**config.mk**
```make
export PLATFORM = sky130hd
export DESIGN_NAME = slice_acc_seq_flat
export DESIGN_NICKNAME = d
export VERILOG_FILES = /design/src/rtl/slice_acc_pkg.sv /design/src/rtl/slice_acc_seq_if.sv /design/src/rtl/slice_acc_chunk.sv /design/src/rtl/slice_acc_seq.sv /design/src/flat_wrapper.sv
export SDC_FILE = /design/constraint.sdc
export NUM_CORES = 1
export LEC_CHECK = 0
export BUFFER_PORTS_ARGS = -buffer_cell sky130_fd_sc_hd__buf_2
export CAP_MARGIN = 20
export CORE_MARGIN = 4
export CORE_UTILIZATION = 30
export CTS_BUF_LIST = sky130_fd_sc_hd__clkbuf_4
export CTS_CLUSTER_SIZE = 28
export DETAILED_ROUTE_END_ITERATION = 12
export PLACE_DENSITY = 0.58
export SLEW_MARGIN = 40
export SYNTH_ARGS = -nofsm -noshare
export SYNTH_HDL_FRONTEND = slang
export SYNTH_HIERARCHICAL = 1
export SYNTH_SLANG_ARGS = --single-unit
```
**constraint.sdc**
```tcl
create_clock -name clk -period 5.9 [get_ports clk]
set_input_delay 0.885 -clock clk [delete_from_list [all_inputs] [get_ports clk]]
set_output_delay 0.885 -clock clk [all_outputs]
set_load 0.01 [all_outputs]
```
**src/rtl/slice_acc_pkg.sv**
```systemverilog
// slice_acc_pkg: shared types and elaboration helpers for the slice accumulator.
// Optional feature macro: SLICE_ACC_SATURATE_EN (saturating arithmetic).
package slice_acc_pkg;

   typedef enum logic [1:0] {
      IDLE  = 2'd0,
      ACCUM = 2'd1,
      DONE  = 2'd2
   } slice_acc_state_t;

   typedef enum logic {
      ACC_ADD = 1'b0,
      ACC_SUB = 1'b1
   } slice_acc_mode_t;

   // Number of clocks needed to walk all slices of one operand vector.
   function automatic int chunk_count(input int n_slices, input int per_cycle);
      return n_slices / per_cycle;
   endfunction

   // Counter width that can hold 0 .. n-1 (never narrower than one bit).
   function automatic int cnt_width(input int n);
      return (n > 1) ? $clog2(n) : 1;
   endfunction

endpackage

```
**src/rtl/slice_acc_seq_if.sv**
```systemverilog
// slice_acc_seq_if: operand/result handshake bundle of the slice accumulator.
// Optional feature macro: SLICE_ACC_SATURATE_EN (affects the block, not this bundle).
interface slice_acc_seq_if #(
   parameter int WIDTH    = 10,
   parameter int N_SLICES = 48
);
   logic                         in_valid;
   logic                         in_ready;
   logic [N_SLICES*WIDTH-1:0]    in_data;
   logic                         in_mode;
   logic                         out_valid;
   logic                         out_ready;
   logic [WIDTH-1:0]             out_data;
   logic                         out_ovf;
   logic                         busy;

   // Producer/consumer side of the block.
   modport master (
      output in_valid, in_data, in_mode, out_ready,
      input  in_ready, out_valid, out_data, out_ovf, busy
   );

   // The accumulator itself.
   modport slave (
      input  in_valid, in_data, in_mode, out_ready,
      output in_ready, out_valid, out_data, out_ovf, busy
   );
endinterface

```
**src/rtl/slice_acc_chunk.sv**
```systemverilog
// slice_acc_chunk: combinational chain of SLICES_PER_CYCLE add/subtract stages.
// Optional feature macro: SLICE_ACC_SATURATE_EN clamps each stage instead of wrapping.
module slice_acc_chunk
   import slice_acc_pkg::*;
#(
   parameter int WIDTH            = 10,
   parameter int SLICES_PER_CYCLE = 4
) (
   input  logic [WIDTH-1:0]                  i_acc,
   input  logic [SLICES_PER_CYCLE*WIDTH-1:0] i_slices,
   input  slice_acc_mode_t                   i_mode,
   output logic [WIDTH-1:0]                  o_acc,
   output logic                              o_ovf
);

   logic [WIDTH:0]   w_stage;
   logic [WIDTH-1:0] w_acc;
   logic             w_ovf;

   // Apply the slices in ascending order; bit WIDTH of each stage is carry/borrow.
   always_comb begin
      // NOTE: every variable gets a default before the loop so no path leaves it unassigned (no latch).
      w_acc   = i_acc;
      w_ovf   = 1'b0;
      w_stage = '0;
      for (int k = 0; k < SLICES_PER_CYCLE; k++) begin
         if (i_mode == ACC_SUB) begin
            w_stage = {1'b0, w_acc} - {1'b0, i_slices[k*WIDTH +: WIDTH]};
         end else begin
            w_stage = {1'b0, w_acc} + {1'b0, i_slices[k*WIDTH +: WIDTH]};
         end
`ifdef SLICE_ACC_SATURATE_EN
         if (w_stage[WIDTH]) begin
            w_acc = (i_mode == ACC_SUB) ? '0 : '1;
         end else begin
            w_acc = w_stage[WIDTH-1:0];
         end
`else
         w_acc = w_stage[WIDTH-1:0];
`endif
         w_ovf = w_ovf | w_stage[WIDTH];
      end
   end

   assign o_acc = w_acc;
   assign o_ovf = w_ovf;

endmodule

```
**src/rtl/slice_acc_seq.sv**
```systemverilog
// slice_acc_seq: time-multiplexed slice accumulator with valid/ready handshakes.
// Optional feature macro: SLICE_ACC_SATURATE_EN (saturating instead of modulo arithmetic).
module slice_acc_seq
   import slice_acc_pkg::*;
#(
   parameter int WIDTH            = 10,
   parameter int N_SLICES         = 48,
   parameter int SLICES_PER_CYCLE = 4
) (
   input  logic           clk,
   input  logic           rst_n,
   slice_acc_seq_if.slave bus
);

   localparam int N_CHUNKS = chunk_count(N_SLICES, SLICES_PER_CYCLE);
   localparam int CNT_W    = cnt_width(N_CHUNKS);
   localparam int CHUNK_W  = SLICES_PER_CYCLE * WIDTH;
   localparam logic [CNT_W-1:0] LAST_CNT = CNT_W'(N_CHUNKS - 1);

   generate
      if ((SLICES_PER_CYCLE < 1) || (N_SLICES % SLICES_PER_CYCLE != 0)) begin : g_bad_cfg
         $error("slice_acc_seq: SLICES_PER_CYCLE must divide N_SLICES");
      end
   endgenerate

   slice_acc_state_t          r_state;
   slice_acc_state_t          w_next_state;
   logic [N_SLICES*WIDTH-1:0] r_data;
   slice_acc_mode_t           r_mode;
   logic [WIDTH-1:0]          r_acc;
   logic                      r_ovf;
   logic [CNT_W-1:0]          r_cnt;
   logic [WIDTH-1:0]          r_out_data;
   logic                      r_out_ovf;
   logic [WIDTH-1:0]          w_chunk_acc;
   logic                      w_chunk_ovf;

   // The lowest chunk of the shifting operand register is always the next one to process.
   slice_acc_chunk #(
      .WIDTH            (WIDTH),
      .SLICES_PER_CYCLE (SLICES_PER_CYCLE)
   ) u_chunk (
      .i_acc    (r_acc),
      .i_slices (r_data[CHUNK_W-1:0]),
      .i_mode   (r_mode),
      .o_acc    (w_chunk_acc),
      .o_ovf    (w_chunk_ovf)
   );

   // State register.
   always_ff @(posedge clk or negedge rst_n) begin
      // NOTE: clocked state uses non-blocking assignments so every register samples pre-edge values.
      if (!rst_n) begin
         r_state <= IDLE;
      end else begin
         r_state <= w_next_state;
      end
   end

   // Next-state decode: accept in IDLE, leave ACCUM after the last chunk, release on out_ready.
   always_comb begin
      w_next_state = r_state;
      case (r_state)
         IDLE:    if (bus.in_valid)        w_next_state = ACCUM;
         ACCUM:   if (r_cnt == LAST_CNT)   w_next_state = DONE;
         DONE:    if (bus.out_ready)       w_next_state = IDLE;
         default:                          w_next_state = IDLE;
      endcase
   end

   // Datapath: capture operand, fold one chunk per clock, latch the result on the last chunk.
   always_ff @(posedge clk or negedge rst_n) begin
      // NOTE: the wide operand register is reset as well, so an aborted operation leaves no stale operand behind.
      if (!rst_n) begin
         r_data     <= '0;
         r_mode     <= ACC_ADD;
         r_acc      <= '0;
         r_ovf      <= 1'b0;
         r_cnt      <= '0;
         r_out_data <= '0;
         r_out_ovf  <= 1'b0;
      end else begin
         case (r_state)
            IDLE: begin
               if (bus.in_valid) begin
                  r_data <= bus.in_data;
                  r_mode <= slice_acc_mode_t'(bus.in_mode);
                  r_acc  <= '0;
                  r_ovf  <= 1'b0;
                  r_cnt  <= '0;
               end
            end
            ACCUM: begin
               r_data <= r_data >> CHUNK_W;
               r_acc  <= w_chunk_acc;
               r_ovf  <= r_ovf | w_chunk_ovf;
               r_cnt  <= r_cnt + 1'b1;
               if (r_cnt == LAST_CNT) begin
                  r_out_data <= w_chunk_acc;
                  r_out_ovf  <= r_ovf | w_chunk_ovf;
               end
            end
            default: ;
         endcase
      end
   end

   // Handshake flags are decoded from the state register only; results come from output registers.
   assign bus.in_ready  = (r_state == IDLE);
   assign bus.out_valid = (r_state == DONE);
   assign bus.busy      = (r_state != IDLE);
   assign bus.out_data  = r_out_data;
   assign bus.out_ovf   = r_out_ovf;

endmodule

```
**src/flat_wrapper.sv**
```systemverilog
// flat-port wrapper written by rule: the top's interface ports become plain ports
module slice_acc_seq_flat import slice_acc_pkg::*;
#(
   parameter int WIDTH            = 10,
   parameter int N_SLICES         = 48,
   parameter int SLICES_PER_CYCLE = 4
)
  (clk, rst_n, bus_in_valid, bus_in_data, bus_in_mode, bus_out_ready, bus_in_ready, bus_out_valid, bus_out_data, bus_out_ovf, bus_busy);
  slice_acc_seq_if #(.WIDTH(WIDTH), .N_SLICES(N_SLICES)) bus_i ();
  input  logic clk;
  input  logic rst_n;
  input wire logic [$bits(bus_i.in_valid)-1:0] bus_in_valid;
  input wire logic [$bits(bus_i.in_data)-1:0] bus_in_data;
  input wire logic [$bits(bus_i.in_mode)-1:0] bus_in_mode;
  input wire logic [$bits(bus_i.out_ready)-1:0] bus_out_ready;
  output wire logic [$bits(bus_i.in_ready)-1:0] bus_in_ready;
  output wire logic [$bits(bus_i.out_valid)-1:0] bus_out_valid;
  output wire logic [$bits(bus_i.out_data)-1:0] bus_out_data;
  output wire logic [$bits(bus_i.out_ovf)-1:0] bus_out_ovf;
  output wire logic [$bits(bus_i.busy)-1:0] bus_busy;
  assign bus_i.in_valid = bus_in_valid;
  assign bus_i.in_data = bus_in_data;
  assign bus_i.in_mode = bus_in_mode;
  assign bus_i.out_ready = bus_out_ready;
  assign bus_in_ready = bus_i.in_ready;
  assign bus_out_valid = bus_i.out_valid;
  assign bus_out_data = bus_i.out_data;
  assign bus_out_ovf = bus_i.out_ovf;
  assign bus_busy = bus_i.busy;
  slice_acc_seq #(.WIDTH(WIDTH), .N_SLICES(N_SLICES), .SLICES_PER_CYCLE(SLICES_PER_CYCLE)) u_core (.clk(clk), .rst_n(rst_n), .bus(bus_i));
endmodule
```
==> flow_summary.json, run 1 <==
{
  "cp_slowest_stage_delay_ns": 0.49,
  "ff2ff_setup_slack_ns": 0.27,
  "async_reset_ff_share_pct": 100,
  "slew-limit-headroom_pct": 32.9,
  "max_freq_mhz": 177,
  "finalHoldViolCount": 0,
  "dieWidth_um": 286,
  "drtAntennaViolNets": 0,
  "worstHoldPathType": "in2reg",
  "final_core_util_pct": 37.4,
  "hold_path_depth": 3,
  "antenna_found_initial": 42,
  "yosys.area.top_type": "dfrtp_1",
  "initial_core_util_pct": 30.4,
  "skew_ns": 0.0604,
  "cpMaxStageDelayCell": "or4_4",
  "die-height_um": 286,
  "ios": 499,
  "grt.total_usage_pct": 19.2,
  "critical-path-top-delay-family": "simple AND/OR/NAND/NOR gates",
  "dr_total_vias": 20400,
  "yosysMostFrequentCell": "nor2_1",
  "place.gp.congestion": 0.837,
  "fin_crit_sh_pct": 95.5,
  "num_rows": 101,
  "maxSlewViolCount": 0,
  "crit_buf_inv": 4,
  "drc": 0,
  "worstPathRequired_ns": 6.67,
  "status": "finished clean",
  "die-area_mm2": 0.0819,
  "grt_max_degree": 199,
  "drt_iter0_drc": 1308,
  "layout.nets": 3602,
  "crit_arrival_ns": 6.40,
  "grt_pass1_wl_um": 121000,
  "critPathKind": "reg2reg",
  "whs_ns": 0.139,
  "ys_seq_area_share_pct": 54.8,
  "synth_cell_types": 52,
  "synthCells": 2531,
  "h-tree-depth": 4,
  "syn_nets": 3065,
  "tritoncts": "done",
  "core_mm2": 0.0763,
  "r2r_cells": 28,
  "synth_commonest_cells": "nor2_1, dfrtp_1, o22ai_1",
  "clockRootBuffer": "clkbuf_4",
  "syn_avg_cell_area_um2": 9.18,
  "clk_latency_ns": 0.95,
  "post-dp-hpwl_um": 57100,
  "synthFlopType": "dfrtp_1",
  "vias_per_cell": 4.84,
  "clk_path_buf_depth": 3,
  "yosysTopAreaCellShare_pct": 54.8,
  "synth.area.top_cells": "dfrtp_1, nor2_1, o22ai_1",
  "crit_path_end_kind": "register",
  "synth_edf_count": 0,
  "syn_area_mm2": 0.0232,
  "numCtsBuffers": 147,
  "clock-sinks": 509,
  "area_growth_pct": 22.9,
  "cp-start-kind": "register",
  "grt_overflow": 0,
  "drt_pass1_iterations": 5,
  "placement.io_buffers": 498,
  "setup_viol": 0,
  "ys_ff_latch": 509,
  "worstMarginPinSlew_ns": 1.01,
  "wl_um": 81000,
  "cpMostUsedCell": "ha_4",
  "drive_gt1_share_pct": 24.8,
  "maxCapViolCount": 0,
  "grt_pass1_vias": 20600,
  "crit_fanout": 7,
  "yosys_warnings": 6,
  "critical_path_depth": 28,
  "finalCriticalPeriod_ns": 5.63,
  "wl_per_cell_um": 19.3,
  "clk_pin_slew_ns": 0.07
}
metal layers:
metal / global-route usage (%) / vias up / part of all wire (%)
met1: 24.7 / 9555 / 43
met4: 6.87 / 38 / 2.8
li1: - / 9919 / -
met3: 7.01 / 180 / 8.4
met2: 29.8 / 678 / 45
met5: 0 / - / 0.30
per-stage QoR:
stage | worst slack [ns] | instances | setup TNS (ns) | cell area (um2)
2_1_floorplan | 0.431 | 2531 | 0 | 23200
3_3_place_gp | 0.115 | 3915 | 0 | 26200
3_5_place_dp | 0.0232 | 3917 | 0 | 26300
4_1_cts | 0.0113 | 4177 | 0 | 28300
5_1_grt | -0.0171 | 4190 | -0.0250 | 28500
6_report | 0.265 | 4205 | 0 | 28500
worst min-delay path, cell delays in order:
cell	delay [ns]
buf_2	0.08
nand2_1	0.04
nand2_1	0.05
flip-flops by register name, indices dropped and copies added (netlist names):
| name | cells |
|---|---|
| u_core/bus.out_data | 10 |
| u_core/bus.out_ovf | 1 |
| u_core/r_data | 480 |
| u_core/r_mode | 1 |
| u_core/r_ovf | 1 |
| u_core/r_cnt | 4 |
| u_core/r_acc | 10 |
| u_core/r_state | 2 |
what timing repair did:
item | CTS | global route
endpoints found under the setup margin | 2 | 4
buffers inserted | 0 | 3
hold buffers | 27 | 0
resized for setup | 1 | 21
pin swaps | 0 | 10
endpoints found under the hold margin | 109 | 0
layout by cell type (no fill, tap or decap), types with 25 or more instances in the layout:
cell type | netlist | layout
dfrtp_1 | 509 | 509
nor2_1 | 929 | 929
ha_1 | 45 | 41
a21oi_1 | 36 | 32
nand3_1 | 58 | 55
o22ai_1 | 440 | 440
inv_1 | 28 | 25
nand2_1 | 119 | 119
xnor2_1 | 48 | 48
clkbuf_4 | 0 | 195
buf_2 | 91 | 497
dlygate4sd3_1 | 0 | 27
path summary, 6_finish.rpt:
path	from	end
setup / recovery	u_core/r_data[1]$_DFFE_PN0P_	u_core/bus.out_ovf$_DFFE_PN0P_
hold / removal	bus_in_data[457]	u_core/r_data[457]$_DFFE_PN0P_
setup reg to reg	u_core/r_data[1]$_DFFE_PN0P_	u_core/bus.out_ovf$_DFFE_PN0P_
hold reg to reg	u_core/r_cnt[3]$_DFFE_PN0P_	u_core/r_cnt[3]$_DFFE_PN0P_
max in group asynchronous	rst_n	u_core/r_data[93]$_DFFE_PN0P_
min in group asynchronous	rst_n	u_core/r_data[445]$_DFFE_PN0P_
kinds of logic (layout without fill, tap and decap cells):
logic type	count (synthesis)	count (layout)	share of synthesized area, %
muxes	18	18	0.846
buffers and inverters	197	818	5.11
adders and majority gates	49	49	2.77
and+or+nand+nor	1178	1178	20.2
xor gates and xnor gates	60	60	2.26
other	0	23	0
AOI/OAI and AO/OA	520	520	14.0
DFF	509	509	54.8
cell type report:
| cell class | instances | area, um2 |
|---|---|---|
| diodes | 23 | 57.6 |
| clock buffers | 195 | 1460 |
| well taps | 1030 | 1290 |
| clock inverters | 38 | 270 |
| inverters | 28 | 108 |
| flip-flops and latches | 509 | 12700 |
| multi-input cells | 1825 | 9430 |
| fillers | 8000 | 47800 |
| repair buffers | 557 | 3190 |
Power of run 1 is left out: the tool's default activity adds up to more than one toggle a clock period on the data nets, which glitch-free logic cannot reach.
==> inputs of run 2 (changes only) <==
Settings changed: SETUP_SLACK_MARGIN set to 0.1, SYNTH_HIERARCHICAL 1 to not set.
==> flow_summary.json, run 2 <==
{
  "dr_wl_met2_um": 39500,
  "yosys_warnings": 0,
  "drc": 0,
  "drtAntennaViolNets": 0,
  "status": "finished clean",
  "dieWidth_um": 284,
  "layout.nets": 3655,
  "async_reset_ff_share_pct": 100,
  "tritoncts": "done",
  "setup_viol": 0,
  "worstMarginPinSlew_ns": 0.815,
  "cp_slowest_stage_delay_ns": 0.36,
  "multi_input_area_mm2": 0.00951,
  "fin_crit_sh_pct": 91.4,
  "clk_pin_slew_ns": 0.07,
  "synth_commonest_cells": "nor2_1, dfrtp_1, o22ai_1",
  "ys_ff_latch": 509,
  "placement.io_buffers": 498,
  "maxCapViolCount": 0,
  "core_mm2": 0.0749,
  "area_growth_pct": 27.5,
  "grt_overflow": 0,
  "clk_latency_ns": 0.98,
  "dr_total_vias": 21100,
  "clk_path_buf_depth": 3,
  "numCtsBuffers": 150,
  "die-height_um": 284,
  "syn_nets": 3083,
  "top_layer": "met5",
  "worstPathRequired_ns": 6.75,
  "ff_latch_area_mm2": 0.0127,
  "ios": 499,
  "cpMostUsedCell": "ha_1",
  "cpMaxStageDelayCell": "dfrtp_1",
  "final_common_cell": "nor2_1",
  "wl_met1_um": 34900,
  "clockRootBuffer": "clkbuf_4",
  "drt_pass1_iterations": 5,
  "crit_arrival_ns": 6.24,
  "rsz0062_at_grt": "false",
  "place.gp.congestion": 0.848,
  "crit_fanout": 5,
  "synth_cell_types": 49,
  "grt_max_degree": 194,
  "post-dp-hpwl_um": 59600,
  "clock-sinks": 509,
  "synthCells": 2549,
  "finalHoldViolCount": 0,
  "maxSlewViolCount": 0,
  "h-tree-depth": 4,
  "slew-limit-headroom_pct": 45.6,
  "ys_seq_area_share_pct": 55.7,
  "drt_iter0_drc": 1416,
  "max_freq_mhz": 186,
  "layout_common_cells": "nor2_1, dfrtp_1, buf_2, o22ai_1, clkbuf_4",
  "vias_per_cell": 4.98,
  "critPathKind": "reg2reg",
  "yosys.area.top_type": "dfrtp_1",
  "finalCriticalPeriod_ns": 5.39,
  "grt.total_usage_pct": 20.5,
  "wl_met3_um": 7890,
  "synth_edf_count": 0,
  "grt_pass1_wl_um": 127000,
  "cp-start-kind": "register",
  "wl_per_cell_um": 20.2,
  "setup_tns_ns": 0,
  "num_rows": 100,
  "top_register": "u_core.r_data",
  "drive_gt1_share_pct": 24.7,
  "die-area_mm2": 0.0807,
  "largest_register_ffs": 480,
  "synth.area.top_cells": "dfrtp_1, nor2_1, o22ai_1",
  "wl_um": 85200,
  "grt_pass1_vias": 21200,
  "syn_avg_cell_area_um2": 8.97,
  "worstHoldPathType": "in2reg",
  "syn_area_mm2": 0.0229,
  "yosysTopAreaCellShare_pct": 55.7,
  "fillers": 7671,
  "yosysMostFrequentCell": "nor2_1",
  "final_core_util_pct": 38.9,
  "synthFlopType": "dfrtp_1",
  "crit_path_end_kind": "register",
  "antenna_found_initial": 69,
  "skew_ns": 0.0592,
  "initial_core_util_pct": 30.5
}
-- run 2: cell types whose count changed after synthesis, moves of 9 or more --
cell / previous run / this run
a21oi_1: 36 / 47
a22oi_1: 0 / 33
buf_1: 10 / 19
buf_2: 91 / 1
buf_6: 44 / 0
clkbuf_1: 23 / 153
nand2_1: 119 / 181
nand3_1: 58 / 15
nor2_1: 929 / 843
o21ai_0: 3 / 80
o22ai_1: 440 / 408
-- run 2: final cells by class --
cell class                 count  share of cell area (%)
sequential                   509                    43.7
tap                          969                    4.16
clock inverter                38                   0.957
antenna                       39                   0.335
inverter                      33                   0.425
clock buffer                 212                    5.46
timing repair buffer         593                    12.4
multi-input combinational   1834                    32.6
-- run 2: critical path: cells and delay by family (launching register included) --
family	cells	cell delay [ns]
AO/OA/AOI/OAI	10	1.64
XOR/XNOR	2	0.21
adder cells (fa/ha/maj)	5	1.47
buffers and inverters	2	0.12
flip-flops	1	0.36
multiplexers	2	0.58
AND/OR/NAND/NOR	8	0.88
-- run 2: cells by family (layout without fill, tap and decap cells) --
logic type	after synthesis	count (layout)	share of synthesized area, %
AOI/OAI and AO/OA	608	608	16.4
xor gates and xnor gates	57	57	2.18
adders and majority gates	49	49	2.81
buffers and inverters	206	876	3.39
DFF	509	509	55.7
muxes	8	8	0.372
other	0	39	0
and+or+nand+nor	1112	1112	19.1
-- run 2: timing repair --
| item | CTS | global route |
|---|---|---|
| pin swaps | 2 | 17 |
| hold buffers | 67 | 0 |
| endpoints found under the hold margin | 148 | 0 |
| resized for setup | 5 | 32 |
| setup endpoints to repair | 2 | 2 |
| buffers inserted | 1 | 4 |
-- run 2: through the flow --
stage | area [um2] | hold slack (ns) | setup slack (ns) | cells
2_1_floorplan | 22900 | 0.446 | 0.229 | 2549
3_3_place_gp | 26200 | 0.460 | 0.0242 | 3861
3_5_place_dp | 26300 | 0.463 | -0.0265 | 3863
4_1_cts | 28800 | 0.000170 | 0.171 | 4181
5_1_grt | 29100 | 0.00396 | 0.117 | 4212
6_report | 29200 | 0.152 | 0.510 | 4227
-- run 2: metal layers --
metal  vias to the layer above  global-route usage [%]
met4                        46                    8.30
met3                       193                    8.54
met1                     10000                    25.1
li1                      10100                       -
met2                       685                    32.2
met5                         -                       0
-- run 2: worst paths after layout --
path	startpoint	to	slack [ns]	depth (start not counted)
min	bus_in_data[398]	u_core.r_data[398]$_DFFE_PN0P_	0.15	3
min reg2reg	u_core.bus.out_data[0]$_DFFE_PN0P_	u_core.bus.out_data[0]$_DFFE_PN0P_	0.48	2
max reg2reg	u_core.r_data[0]$_DFFE_PN0P_	u_core.bus.out_ovf$_DFFE_PN0P_	0.51	29
max	u_core.r_data[0]$_DFFE_PN0P_	u_core.bus.out_ovf$_DFFE_PN0P_	0.51	29
max in group asynchronous	rst_n	u_core.r_cnt[3]$_DFFE_PN0P_	3.95	4
min in group asynchronous	rst_n	u_core.r_data[288]$_DFFE_PN0P_	0.53	2
Power of run 2 is left out for the same reason.
